===== config.mk =====
export PLATFORM = sky130hd
export DESIGN_NAME = cycle_ctrl
export DESIGN_NICKNAME = d
export VERILOG_FILES = /design/src/rtl/cycle_ctrl_pkg.sv /design/src/rtl/cycle_ctrl_cnt.sv /design/src/rtl/cycle_ctrl.sv
export SDC_FILE = /design/constraint.sdc
export NUM_CORES = 1
export LEC_CHECK = 0
export BUFFER_PORTS_ARGS = -buffer_cell sky130_fd_sc_hd__buf_2
export CAP_MARGIN = 10
export CORE_ASPECT_RATIO = 1.25
export CORE_UTILIZATION = 48
export DETAILED_ROUTE_END_ITERATION = 6
export GPL_TIMING_DRIVEN = 0
export PLACE_DENSITY = 0.75
export SLEW_MARGIN = 5
export SYNTH_ARGS = -nofsm -noshare
export SYNTH_HDL_FRONTEND = slang
export SYNTH_HIERARCHICAL = 1
export SYNTH_SLANG_ARGS = --single-unit

===== constraint.sdc =====
create_clock -name clk -period 1.55 [get_ports clk]
set_input_delay 0.155 -clock clk [delete_from_list [all_inputs] [get_ports clk]]
set_output_delay 0.155 -clock clk [all_outputs]
set_load 0.03 [all_outputs]

===== src/rtl/cycle_ctrl_pkg.sv =====
// Shared types and constants for the cycle controller.
// The state encoding and the stop-cause codes are kept here so that the
// controller and anything observing it agree on the same values.
package cycle_ctrl_pkg;

  typedef enum logic [1:0] {
    ST_IDLE = 2'd0,
    ST_RUN  = 2'd1,
    ST_STEP = 2'd2,
    ST_DONE = 2'd3
  } state_t;

  localparam logic [1:0] CAUSE_NONE  = 2'd0;
  localparam logic [1:0] CAUSE_COUNT = 2'd1;
  localparam logic [1:0] CAUSE_HALT  = 2'd2;
  localparam logic [1:0] CAUSE_BREAK = 2'd3;

endpackage


===== src/rtl/cycle_ctrl_cnt.sv =====
// Counter pair for the cycle controller: a loadable down-counter tracking the
// cycles left in a run (with a "one left" flag used to end the run), and a
// saturating up-counter of enabled processor cycles.
module cycle_ctrl_cnt #(
  parameter int CNT_W = 8
) (
  input  logic             clk,
  input  logic             rst_n,
  input  logic             load,
  input  logic [CNT_W-1:0] load_val,
  input  logic             dec,
  input  logic             clr,
  input  logic             inc,
  output logic             rem_one,
  output logic [CNT_W-1:0] count
);

  localparam logic [CNT_W-1:0] ZERO_C = {CNT_W{1'b0}};
  localparam logic [CNT_W-1:0] ONE_C  = {{(CNT_W-1){1'b0}}, 1'b1};
  localparam logic [CNT_W-1:0] MAX_C  = {CNT_W{1'b1}};

  logic [CNT_W-1:0] rem_r;
  logic [CNT_W-1:0] count_r;

  // Remaining-cycle down-counter: loaded on start, stops at zero.
  always_ff @(posedge clk) begin
    if (!rst_n) begin
      rem_r <= ZERO_C;
    end else if (load) begin
      rem_r <= load_val;
    end else if (dec && (rem_r != ZERO_C)) begin
      rem_r <= rem_r - ONE_C;
    end else begin
      rem_r <= rem_r;
    end
  end

  // Enabled-cycle up-counter: cleared on start, holds at all-ones.
  always_ff @(posedge clk) begin
    if (!rst_n) begin
      count_r <= ZERO_C;
    end else if (clr) begin
      count_r <= ZERO_C;
    end else if (inc && (count_r != MAX_C)) begin
      count_r <= count_r + ONE_C;
    end else begin
      count_r <= count_r;
    end
  end

  assign rem_one = (rem_r == ONE_C);
  assign count   = count_r;

endmodule


===== src/rtl/cycle_ctrl.sv =====
// Run/step controller gating the clock enable of a single-cycle processor.
// Optional feature macro: CYCLE_CTRL_BREAK_EN adds a PC breakpoint
// (pc, bp_addr, bp_valid) that ends a run or step with stop_cause=3.
module cycle_ctrl
  import cycle_ctrl_pkg::*;
#(
  parameter int CNT_W = 8
) (
  input  logic             clk,
  input  logic             rst_n,
`ifdef CYCLE_CTRL_BREAK_EN
  input  logic [31:0]      pc,
  input  logic [31:0]      bp_addr,
  input  logic             bp_valid,
`endif
  input  logic             start,
  input  logic             step,
  input  logic             halt,
  input  logic [CNT_W-1:0] run_len,
  output logic             core_en,
  output logic             busy,
  output logic             done,
  output logic [CNT_W-1:0] cycles,
  output logic [1:0]       stop_cause
);

  state_t     state_r;
  state_t     next_s;
  logic [1:0] cause_r;
  logic [1:0] cause_nxt_s;
  logic       load_s;
  logic       clr_s;
  logic       inc_s;
  logic       dec_s;
  logic       rem_one_s;
  logic       brk_s;

`ifdef CYCLE_CTRL_BREAK_EN
  assign brk_s = bp_valid && (pc == bp_addr);
`else
  assign brk_s = 1'b0;
`endif

  cycle_ctrl_cnt #(
    .CNT_W (CNT_W)
  ) u_cnt (
    .clk      (clk),
    .rst_n    (rst_n),
    .load     (load_s),
    .load_val (run_len),
    .dec      (dec_s),
    .clr      (clr_s),
    .inc      (inc_s),
    .rem_one  (rem_one_s),
    .count    (cycles)
  );

  // State and stop-cause registers.
  always_ff @(posedge clk) begin
    if (!rst_n) begin
      state_r <= ST_IDLE;
      cause_r <= CAUSE_NONE;
    end else begin
      state_r <= next_s;
      cause_r <= cause_nxt_s;
    end
  end

  // Next state, stop cause and counter controls.
  always_comb begin
    next_s      = state_r;
    cause_nxt_s = cause_r;
    load_s      = 1'b0;
    clr_s       = 1'b0;
    inc_s       = 1'b0;
    dec_s       = 1'b0;
    case (state_r)
      ST_IDLE: begin
        if (start) begin
          load_s = 1'b1;
          clr_s  = 1'b1;
          if (run_len != {CNT_W{1'b0}}) begin
            cause_nxt_s = CAUSE_NONE;
            next_s      = ST_RUN;
          end else begin
            // Empty run: finish immediately without enabling the core.
            cause_nxt_s = CAUSE_COUNT;
            next_s      = ST_DONE;
          end
        end else if (step) begin
          next_s = ST_STEP;
        end else begin
          next_s = ST_IDLE;
        end
      end
      ST_RUN: begin
        inc_s = 1'b1;
        dec_s = 1'b1;
        // Halt beats breakpoint beats count exhaustion.
        if (halt) begin
          cause_nxt_s = CAUSE_HALT;
          next_s      = ST_DONE;
        end else if (brk_s) begin
          cause_nxt_s = CAUSE_BREAK;
          next_s      = ST_DONE;
        end else if (rem_one_s) begin
          cause_nxt_s = CAUSE_COUNT;
          next_s      = ST_DONE;
        end else begin
          next_s = ST_RUN;
        end
      end
      ST_STEP: begin
        inc_s  = 1'b1;
        next_s = ST_IDLE;
        if (brk_s) begin
          cause_nxt_s = CAUSE_BREAK;
        end else begin
          cause_nxt_s = cause_r;
        end
      end
      ST_DONE: begin
        next_s = ST_IDLE;
      end
      default: begin
        next_s = ST_IDLE;
      end
    endcase
  end

  assign busy       = (state_r == ST_RUN) || (state_r == ST_STEP);
  assign core_en    = busy;
  assign done       = (state_r == ST_DONE);
  assign stop_cause = cause_r;

endmodule

==> results.md, run 1 <==
- Derived from the worst setup path, the maximum achievable clock frequency is 624.2 MHz.
- Yosys attributes the largest share of cell area to sky130_fd_sc_hd__dfxtp_1 (33%), sky130_fd_sc_hd__ha_1 (7.3%), sky130_fd_sc_hd__a21oi_1 (5.0%).
- Ranked by instance count, the synthesized netlist is headed by sky130_fd_sc_hd__dfxtp_1 (20), sky130_fd_sc_hd__nor2_1 (13), sky130_fd_sc_hd__a21oi_1 (12).
- Setup violations remaining at the end of the flow were counted as 2.
- The end of the critical path is u_cnt/rem_r[3]$_SDFFE_PN0P_.
- The final reports fail on setup timing.
- The data arrival time of the worst path is 1810 ps.
- Dividing the detail-routed wire length by the instance count gives 13.22 um.
- In this run the worst setup path begins at u_cnt/rem_r[0]$_SDFFE_PN0P_.
- The x dimension of the die is 46.72 um.
- The total routed wirelength is 2815 um.
- The fraction of synthesized cell area taken by the top area cell type is 0.3337.
- The number of antenna diodes is 0.
- The final layout contains 204 nets.
- The total I/O pin count is 26.
- The buffer type at the clock tree root is sky130_fd_sc_hd__clkbuf_4.
- Counting cells, the worst reg-to-reg path comes to 6.
- The count of standard-cell rows is 19.
- Along the worst path, the maximum fanout reaches 4.
- The kind of end point of the critical path is a flop.
- The first TritonRoute pass finished after 4 iterations.
- Of the synthesized area, sequential elements account for 0.3337.
- The clock drives 20 sinks.
- The initial utilization of the core area, before any placement, comes to 0.5258.
- The clock latency reported for the late side of the worst-skew pair is 310 ps.
- The number of instances in the synthesized netlist is 143.
- The clock input transition at the sequential cells of the worst setup and hold paths is 120 ps.
- Across the VDD grid, the largest voltage drop is 0.0005426 V.
- The residual DRC count is 0.
- The combined area of all synthesized cells is 0.001200 sq mm.
- The worst hold path was traced through 3 stages.
- No sink is reached through more buffers than the 2 on the longest clock path.
- The count of flip-flops with a built-in enable after synthesis is 0.
- The number of routed nets with antenna violations is 0.
- The post-synthesis register bit count is 20.
- The number of placed instances, taps included is 199.
- In the final layout, the share of cells above drive strength 1 is 0.3956.
- The final route contains 1204 vias.
- The number of antenna violations at the first check in global routing is 0.
- The overall track demand over capacity in global routing is 0.2346.
- The destination of the worst register-to-register timing path is u_cnt/rem_r[3]$_SDFFE_PN0P_.
- The number of max-capacitance violations reported is 0.
- After synthesis, the share of flip-flops with an asynchronous set or reset is 0.
- The largest total area in the synthesized netlist belongs to sky130_fd_sc_hd__dfxtp_1.
- The largest net degree at the start of global routing is 11.
- During synthesis, Yosys emitted a total of 6 warnings.
- TritonCTS created 3 clock buffers.
- The tightest min-delay check is of the in2reg type.
- The overall die area is 0.002705 sq mm.
- In this run the critical register-to-register path is launched from u_cnt/rem_r[0]$_SDFFE_PN0P_.
- The distinct cell type count of the synthesized netlist is 38.
- The number of global-route vias before repair is 1071.
- OpenSTA, run right after detailed placement, puts the worst setup slack at -144.5 ps.
- The die boundary height is 57.90 um.
- The type of the worst setup path is reg2reg.
- Routability-driven placement finished with a final weighted congestion of 0.8311.
- When the netlist entered floorplanning its net count stood at 163.
- In the routed layout, each cell is associated on average with a via count of 5.653.
- The final count of pins violating max slew is 0.
- Power spread over the standard cell area amounts to 805.7 mW/mm^2.
- The flop-to-flop setup slack is -50 ps.
- Setup repair after global routing could not meet its margin everywhere.
- The number of inserted filler cells in the final layout is 203.
- CTS built an H-tree with a depth of 1.
- The main flop type after synthesis is sky130_fd_sc_hd__dfxtp_1.
- STA classifies the critical path startpoint as a flop.
- The clock arrives with 10.00 ps of skew.
- The synthesized area per cell is 8.391 sq um.
- The total half-perimeter wirelength after legalization and detailed placement is 2073 um.
- The area added between synthesis and finish is 31.60%.
- The slack of the critical path is -51.93 ps.
- The hold violation count in the final report is 0.
- The total area inside the core boundary comes to 0.002282 sq mm.
- The library cell with the highest instance count after synthesis is sky130_fd_sc_hd__dfxtp_1.
- The wire length of the first global-routing pass is 4526 um.
- TritonCTS built the clock tree.
- The number of I/O port buffers is 25.
- The starting DRC count in detailed routing is 54.
- The analysis attributes to cell leakage a power of 0.6317 nW.
- The max-slew headroom at the worst pin is 0.7485.
- The final critical delay including setup and external delays is 1602 ps.
- The final non-filler cell total is 213.
- For this run the aggregate overflow at the end of global routing stands at 0.
- The worst path required time is 1760 ps.
- At the pin with the least slew margin, the transition time is 377.2 ps.
- The flow ran to the end, but the final reports show violations.
- The final cycle utilization of the critical path is 1.034.
cell usage in the layout (no fill, tap or decap), types with 5 or more instances in the layout:
cell                      Yosys  routed
sky130_fd_sc_hd__dfxtp_2      0       6
sky130_fd_sc_hd__o21ai_0      8       7
sky130_fd_sc_hd__nand3_1      7       6
sky130_fd_sc_hd__nor2_1      13      13
sky130_fd_sc_hd__buf_2        0      25
sky130_fd_sc_hd__buf_4        3      13
sky130_fd_sc_hd__dfxtp_1     20      13
sky130_fd_sc_hd__nand4_1      6       6
sky130_fd_sc_hd__mux2i_1      5       5
sky130_fd_sc_hd__a21oi_1     12      11
sky130_fd_sc_hd__nand2_1      6       5
layout make-up:
| class | instances | area [sq um] | area share |
|---|---|---|---|
| multi-input combinational | 109 | 813.3 | 0.5151 |
| sequential | 20 | 411.6 | 0.2607 |
| timing repair buffer | 36 | 207.7 | 0.1315 |
| inverter | 9 | 43.79 | 0.02773 |
| buffer | 5 | 41.29 | 0.02615 |
| tap | 31 | 38.79 | 0.02456 |
| clock buffer | 3 | 22.52 | 0.01426 |
flip-flops by register name (all words and copies together) (netlist names):
signal	count
state_r	2
stop_cause	2
u_cnt/count	8
u_cnt/rem_r	8
worst max-delay path, stage by stage, from the launching register on:
cell and delay, ps:
sky130_fd_sc_hd__dfxtp_4 380, sky130_fd_sc_hd__inv_4 60, sky130_fd_sc_hd__ha_4 120, sky130_fd_sc_hd__or4b_4 490, sky130_fd_sc_hd__o21ai_4 210, sky130_fd_sc_hd__o31ai_1 110
sky130_fd_sc_hd__and2_1 140
repair_timing:
item,in CTS,in global routing
setup endpoints to repair,9,10
gates cloned,0,0
resized for setup,16,9
hold buffers,0,0
setup buffers,9,2
pin swaps,6,4
cell families (layout without fill, tap and decap cells):
kind of cell / count (synthesis) / after routing / share of synthesized area
xor+xnor: 6 / 6 / 0.04380
flops: 20 / 20 / 0.3337
fa+ha+maj: 7 / 7 / 0.07299
simple gates: 55 / 55 / 0.2628
buf+inv: 14 / 53 / 0.05943
mux: 5 / 5 / 0.04171
compound gates: 36 / 36 / 0.1856
routing by layer:
layer  up-vias  track usage  part of all wire
met5         -            0                 0
met4         0       0.1265             0.030
met3         9      0.05296             0.048
met2        30       0.3909              0.51
met1       561       0.2671              0.41
li1        604            -                 -
report_power, final:
part           internal (W)  leakage [nW]  switching (W)
Clock             0.0000909        0.0138       0.000165
Combinational      0.000205         0.451       0.000223
Sequential         0.000550         0.166      0.0000386
metrics by stage:
| stage | hold WS, ps | utilization | instance area [sq um] | total power (W) | setup TNS, ps |
|---|---|---|---|---|---|
| 3_5_place_dp | 435.5 | 0.6069 | 1385 | 0.0009361 | -583.2 |
| 6_report | 107.5 | 0.6919 | 1579 | 0.001272 | -74.27 |
| 3_3_place_gp | 421.4 | 0.6069 | 1385 | 0.0009226 | -341.8 |
| 5_1_grt | 136.9 | 0.6919 | 1579 | 0.001346 | -294.9 |
| 2_1_floorplan | 286.5 | - | 1221 | 0.0008491 | -14.29 |
| 4_1_cts | 119.1 | 0.6694 | 1528 | 0.001242 | -2.016 |
how the worst min path moves through the flow:
stage	from	slack [ps]	end
finish	run_len[6]	110	u_cnt/rem_r[6]$_SDFFE_PN0P_
global route	run_len[6]	140	u_cnt/rem_r[6]$_SDFFE_PN0P_
CTS	run_len[6]	120	u_cnt/rem_r[6]$_SDFFE_PN0P_
detailed placement	run_len[6]	440	u_cnt/rem_r[6]$_SDFFE_PN0P_
global placement	run_len[6]	420	u_cnt/rem_r[6]$_SDFFE_PN0P_
floorplan	rst_n	290	stop_cause[1]$_SDFFE_PN0P_
No activity file was read; power rests on OpenSTA's default activity.
==> run 2: changes to the inputs <==
CTS_CLUSTER_SIZE = 25   (was unset)
PLACE_DENSITY = 0.85   (was 0.75)
==> run 2 against run 1 <==
  * The run still ends with setup timing left
  * Via count rose by 6.4%
  * Register-to-register slack worse by 20 ps
  * Sequential cell count is the same
  * Critical path depth unchanged
  * Setup slack got worse by 22 ps
==> results.md, run 2 (synthesis results as in run 1) <==
- The flow ran to the end, but the final reports show violations.
- The checks that failed: setup timing.
- The number of inserted filler cells in the final layout is 191.
- The deepest level of the CTS H-tree is 1.
- From synthesis to final layout, the design area changed by 31.60%.
- The proportion of layout cells with a drive suffix above 1 is 0.4066.
- The final count of pins violating max slew is 0.
- The wire length of the first global-routing pass is 5092 um.
- Entering global routing, the biggest net connects 12 pins.
- The hold violation count in the final report is 0.
- Data on the critical path arrives at its endpoint at 1840 ps.
- The number of antenna violations at the first check in global routing is 0.
- The max-slew headroom at the worst pin is 0.7565.
- Setup repair after global routing could not meet its margin everywhere.
- Leaving out fill and tap cells, the most frequent cell in the layout is sky130_fd_sc_hd__buf_2.
- Of the available clock period, the critical path in the final layout requires 1.048.
- The maximum clock frequency is 615.7 MHz.
- The detail route stage leaves a number of antenna-violating nets equal to 0.
- The total I/O pin count is 26.
- The initial utilization of the core area, before any placement, comes to 0.5258.
- At the pin with the least slew margin, the transition time is 362.2 ps.
- For this block, the via count after detailed routing is 1281.
- The setup violation total in the final timing report is 4.
- The x dimension of the die is 46.72 um.
- The die boundary height is 57.90 um.
- The worst hold-check path type is in2reg.
- Clock tree synthesis selected as its root buffer the cell sky130_fd_sc_hd__clkbuf_4.
- The clock tree skew after final layout is 6.106 ps.
- Across the VDD grid, the largest voltage drop is 0.0006147 V.
- The number of max-capacitance violations reported is 0.
- During placement, the flow inserted port buffers numbering 25.
- The number of hold buffers added after CTS is 0.
- The startpoint kind of the worst setup timing path is a flop.
- After clock tree synthesis, the clock-pin slew on the worst setup and hold paths is 120 ps.
- The HPWL after detailed placement is 2079 um.
- After global routing the overflow that remains totals 0.
- The die covers 0.002705 sq mm.
- The total routed wirelength is 3241 um.
- The initialized floorplan defines 19 standard-cell rows.
- The detail-routed via count per cell is 6.014.
- In the global route stage, overall resource usage came out at 0.2569.
- The total leakage power is 0.6419 nW.
- At the end of routability-driven placement, the weighted congestion stood at 0.8973.
- The worst path required time is 1770 ps.
- Subtracting the final worst setup slack from the clock period gives 1624 ps.
- The residual DRC count is 0.
- The starting DRC count in detailed routing is 45.
- The maximum count of clock buffers along a single path is 2.
- Clock tree synthesis found a total of 20 sinks.
- After detailed routing, the average wire length per cell comes to 15.22 um.
- The TritonCTS clock tree is done.
- Clock tree synthesis inserted a total of 3 buffers.
- The final-stage net count is 203.
- The pre-CTS setup slack is -149.7 ps.
- STA classifies the critical path endpoint as a flop.
- The library cells used most frequently in the layout, excluding fill and tap cells, are sky130_fd_sc_hd__buf_2 (25), sky130_fd_sc_hd__dfxtp_1 (14), sky130_fd_sc_hd__nor2_1 (13).
- Overall power consumption after layout is estimated at 0.001357 W.
- The type of the worst setup path is reg2reg.
- 0 antenna diodes ended up in the layout.
- The total area inside the core boundary comes to 0.002282 sq mm.
- Of all nets on the critical path, the largest fanout is 4.
- Setup slack on the critical path of the routed design comes to -74.24 ps.
- The clock latency reported for the late side of the worst-skew pair is 310 ps.
- For this design the ratio of total power to cell area is 859.7 mW/mm^2.
- The number of global-route vias before repair came to 1210.
- The number of detailed-route iterations in the first pass is 4.
==> run 2: worst max-delay path: stages, from the launching register on <==
cell and delay, ps:
sky130_fd_sc_hd__dfxtp_2 350, sky130_fd_sc_hd__inv_2 80, sky130_fd_sc_hd__ha_4 130, sky130_fd_sc_hd__or4b_4 490
sky130_fd_sc_hd__o21ai_4 220, sky130_fd_sc_hd__o31ai_2 90, sky130_fd_sc_hd__and2_1 160
==> run 2: layout make-up <==
| class | instances | area (sq um) | share of cell area |
|---|---|---|---|
| Buffer | 5 | 41.29 | 0.02615 |
| Tap cell | 31 | 38.79 | 0.02456 |
| Clock buffer | 4 | 36.28 | 0.02298 |
| Multi-Input combinational cell | 109 | 810.8 | 0.5135 |
| Timing Repair Buffer | 35 | 200.2 | 0.1268 |
| Sequential cell | 20 | 410.4 | 0.2599 |
| Inverter | 9 | 41.29 | 0.02615 |
==> run 2: where the power goes <==
part	internal [W]	switching, W	leakage (nW)
logic	0.000215	0.000245	0.455
registers	0.000548	0.0000407	0.166
clock network	0.000144	0.000165	0.0210
==> run 2: final timing paths <==
kind	start	end	slack [ps]	depth (start not counted)
min	rst_n	stop_cause[1]$_SDFFE_PN0P_	130	3
max	u_cnt/rem_r[1]$_SDFFE_PN0P_	u_cnt/rem_r[3]$_SDFFE_PN0P_	-70	6
max reg2reg	u_cnt/rem_r[1]$_SDFFE_PN0P_	u_cnt/rem_r[3]$_SDFFE_PN0P_	-70	6
min reg2reg	stop_cause[0]$_SDFFE_PN0P_	stop_cause[0]$_SDFFE_PN0P_	500	2
==> run 2: through the flow <==
| step | setup TNS (ps) | util | hold WS [ps] | std cells | cell area, sq um |
|---|---|---|---|---|---|
| 5_1_grt | -466.6 | 0.6919 | 143.8 | 213 | 1579 |
| 6_report | -218.2 | 0.6919 | 129.3 | 213 | 1579 |
| 2_1_floorplan | -14.29 | - | 286.5 | 143 | 1221 |
| 4_1_cts | -24.16 | 0.6672 | 114.1 | 210 | 1523 |
| 3_3_place_gp | -391.1 | 0.6069 | 419.6 | 199 | 1385 |
| 3_5_place_dp | -543.0 | 0.6069 | 434.7 | 199 | 1385 |
==> run 2: routing by layer <==
layer | GRT usage | part of all wire
met1 | 0.2829 | 0.40
met5 | 0 | 0
met2 | 0.4663 | 0.52
met4 | 0.1265 | 0.016
met3 | 0.02181 | 0.058
==> run 2: repair_timing <==
action	4_1_cts	5_1_grt
pin swaps	4	6
setup buffers	7	3
gates resized for setup	15	9
endpoints found under the setup margin	8	10
==> run 3: changes to the inputs <==
ABC_AREA = 1   (was unset)
CORE_MARGIN = 1.5   (was unset)
PLACE_DENSITY = 0.84   (was 0.85)
==> run 3 against run 2 <==
  * The run now ends clean
  * Critical path depth decreased by 2
  * Die area increased by 10%
  * Fmax increased by 9.2%
  * Sequential share of layout area increased by 0.27 points
  * Critical path type is now reg2out
==> results.md, run 3 <==
- The run finished with clean final reports.
- The register share of total power is 0.433.
- The signal on the critical path passes through inv_1 > ha_4 > buf_4 > buf_2.
- The end of the critical path is core_en.
- Counting every instance in the synthesized netlist gives 198.
- The critical path's largest stage delay is 380 ps.
- The beginning of the worst register-to-register path is state_r[0]$_SDFF_PN0_.
- The placeable core region is 0.002477 sq mm.
- The number of global-route vias before repair is 1152.
- STA classifies the critical path startpoint as a flop.
- The worst setup path is captured at an output pin.
- The total I/O pin count is 26.
- The switching share of power is 0.3848.
- Before antenna repair, the detailed router went through 4 iterations.
- The worst path required time is 1390 ps.
- The count of flip-flops with a built-in enable after synthesis is 0.
- The area occupied by multi-input gates is 802.0 sq um.
- After clock tree synthesis, the clock-pin slew on the worst setup and hold paths is 110 ps.
- Counting flops with an async set or reset pin after synthesis yields a share of 0.
- The worst hold slack after final layout is 135.9 ps.
- The floorplan step defined a die boundary enclosing 0.002985 sq mm.
- Measured along the x axis, the die boundary spans 49.17 um.
- For this design the total switching power over the nets is 0.0005351 W.
- The type of the worst setup path is reg2out.
- The wire length of the first global-routing pass is 4788 um.
- After synthesis the netlist holds a flip-flop and latch count of 20.
- The fraction of synthesized cell area taken by the top area cell type is 0.3131.
- Counting every sink on the clock net gives 20.
- The proportion of layout cells with a drive suffix above 1 is 0.2358.
- The final cycle utilization of the critical path is 0.9599.
- The number of antenna violations at the first check in global routing is 0.
- The hold violation count in the final report is 0.
- The starting DRC count in detailed routing is 27.
- Wires add up to 2976 um.
- The data arrival time of the worst path is 1330 ps.
- The number of clock buffers added by TritonCTS is 3.
- Once detailed placement completed, the half-perimeter wirelength came to 2193 um.
- In this run the cell area of the synthesized design comes to 0.001279 sq mm.
- In this run the number of H-tree levels came out at 1.
- After detailed routing, the average wire length per cell comes to 11.36 um.
- Setup repair after global routing left no endpoint under its margin.
- Internal power comes to 0.0008555 W.
- Global routing finished with a remaining overflow of 0.
- Compared with the post-synthesis result, the final layout area differs by 19.96%.
- The maximum clock frequency is 672.1 MHz.
- Adding up every negative setup slack in the final design gives 0 ps.
- The most common cell after layout, fill and taps aside is sky130_fd_sc_hd__nand2_1.
- The count of standard-cell rows is 20.
- The number of antenna diodes is 0.
- The number of max-capacitance violations reported is 0.
- The number of warnings issued by yosys is 6.
- The overall track demand over capacity in global routing is 0.2075.
- The path depth of the worst reg2reg path is 8.
- The sequential share of the synthesized area is 0.3131.
- TritonCTS built the clock tree.
- Yosys attributes the largest share of cell area to sky130_fd_sc_hd__dfxtp_1 (31%), sky130_fd_sc_hd__nand2_1 (15%), sky130_fd_sc_hd__nor2_1 (9.4%).
- Setup violations remaining at the end of the flow were counted as 0.
- After filler insertion, the fill cell instance count of the layout stands at 241.
- The detail-routed via count per cell is 5.023.
- The clock tree skew after final layout is 0.5577 ps.
- After synthesis, the netlist uses 24 different library cells.
- Synthesis produced a netlist with a net count of 218.
- The die boundary height is 60.71 um.
- The most critical setup path has its startpoint at state_r[0]$_SDFF_PN0_.
- Headroom to the max-slew limit came out at 0.7647.
- The min-delay analysis places its worst path in the category in2reg.
- The synthesized area per cell is 6.458 sq um.
- The cell type contributing the most total cell area after synthesis is sky130_fd_sc_hd__dfxtp_1.
- The worst-path cell with the longest stage delay is sky130_fd_sc_hd__dfxtp_1.
- For this design the static power due to leakage is 0.7368 nW.
- The part of the power in combinational logic is 0.390.
- The largest net degree at the start of global routing is 11.
- The final critical delay including setup and external delays is 1488 ps.
- The number of vias in the routed layout is 1316.
- The endpoint identified for the worst register-to-register timing path is u_cnt/rem_r[5]$_SDFFE_PN0P_.
- The total power per unit cell area is 906.5 mW/mm^2.
- The initial standard-cell utilization of the core is 0.5162.
- The residual DRC count is 0.
- Along the worst path, the maximum fanout reaches 4.
- The final-stage net count is 251.
- In this run the tool buffered the top-level ports with 25 buffer cells.
- The buffer type at the clock tree root is sky130_fd_sc_hd__clkbuf_4.
- The top cell types in the final layout, fill and taps aside, are sky130_fd_sc_hd__nand2_1 (51), sky130_fd_sc_hd__nor2_1 (31), sky130_fd_sc_hd__buf_2 (25).
- The maximum count of clock buffers along a single path is 2.
- The part of the total power dissipated in the clock network is 0.177.
- For this run, the leading register cell type out of synthesis is sky130_fd_sc_hd__dfxtp_1.
- Across the whole layout, storage elements account for 402.9 sq um.
- The commonest cells after synthesis are sky130_fd_sc_hd__nand2_1 (52), sky130_fd_sc_hd__nor2_1 (32), sky130_fd_sc_hd__inv_1 (22).
- The flop-to-flop setup slack is 100 ps.
- At the pin with the least slew margin, the transition time is 353.0 ps.
- The congestion estimate from routability-driven global placement came to 0.8468.
- The clock latency reported for the late side of the worst-skew pair is 300 ps.
- The number of routed nets with antenna violations is 0.
- Yosys instantiated no cell more often than sky130_fd_sc_hd__nand2_1.
- The maximum ir drop on the vdd rail is 0.0005764 V.
- The number of hold buffers added after CTS is 0.
- The final count of pins violating max slew is 0.
==> run 3: layer usage <==
layer	GRT usage	share of wire
met2	0.3822	0.51
met3	0.03695	0.035
met1	0.2397	0.44
met5	0	0
met4	0.08571	0.012
==> run 3: worst min path at each step <==
stage	depth (start not counted)	endpoint	slack, ps	startpoint
floorplan	2	u_cnt/rem_r[0]$_SDFFE_PN0P_	310	rst_n
global placement	3	u_cnt/rem_r[0]$_SDFFE_PN0P_	460	rst_n
detailed placement	3	u_cnt/rem_r[0]$_SDFFE_PN0P_	460	rst_n
CTS	3	u_cnt/rem_r[4]$_SDFFE_PN0P_	140	rst_n
global route	3	u_cnt/rem_r[0]$_SDFFE_PN0P_	150	rst_n
finish	3	u_cnt/rem_r[4]$_SDFFE_PN0P_	140	rst_n
==> run 3: power groups by stage <==
| stage | Clock [W] | Sequential, W | Combinational, W |
|---|---|---|---|
| 2_1_floorplan | 0 | 0.000622 | 0.000366 |
| 3_3_place_gp | 0 | 0.000611 | 0.000477 |
| 3_5_place_dp | 0 | 0.000613 | 0.000490 |
| 4_1_cts | 0.000254 | 0.000600 | 0.000504 |
| 5_1_grt | 0.000276 | 0.000610 | 0.000607 |
| 6_report | 0.000247 | 0.000602 | 0.000542 |
==> run 3: worst max-delay path, delay by kind of cell (launching register included) <==
family / cells / cell delay, ps
buf+inv: 3 / 370
flops: 1 / 380
fa+ha+maj: 1 / 290
==> run 3: area by class of cell <==
class	count	share of cell area
Tap cell	33	0.02692
Buffer	2	0.01223
Timing Repair Buffer	28	0.1044
Multi-Input combinational cell	153	0.5228
Clock buffer	3	0.01468
Sequential cell	20	0.2626
Inverter	23	0.05628
==> run 3: repair_timing <==
action                                  in CTS  in global routing
setup buffers                                0                  3
gates resized for setup                      3                  7
pin swaps                                    0                  3
endpoints found under the setup margin       9                 11
gates cloned                                 0                  0
==> run 3: cells by family after synthesis <==
kind of cell	synth area share
buffers and inverters	0.07730
AOI/OAI and AO/OA	0.1145
xor gates and xnor gates	0.04110
adders and majority gates	0.06849
and+or+nand+nor	0.3855
DFF	0.3131
==> run 3: per-stage QoR <==
step / std cells / power, W / setup slack, ps / utilization / cell area, sq um
finish: 262 / 0.001391 / 62.20 / 0.6192 / 1534
global route: 262 / 0.001493 / 0.2450 / 0.6192 / 1534
CTS: 259 / 0.001358 / 58.77 / 0.5985 / 1483
detailed placement: 256 / 0.001102 / -66.03 / 0.5833 / 1445
global placement: 256 / 0.001088 / -9.832 / 0.5833 / 1445
floorplan: 198 / 0.0009878 / 0.4567 / - / 1279
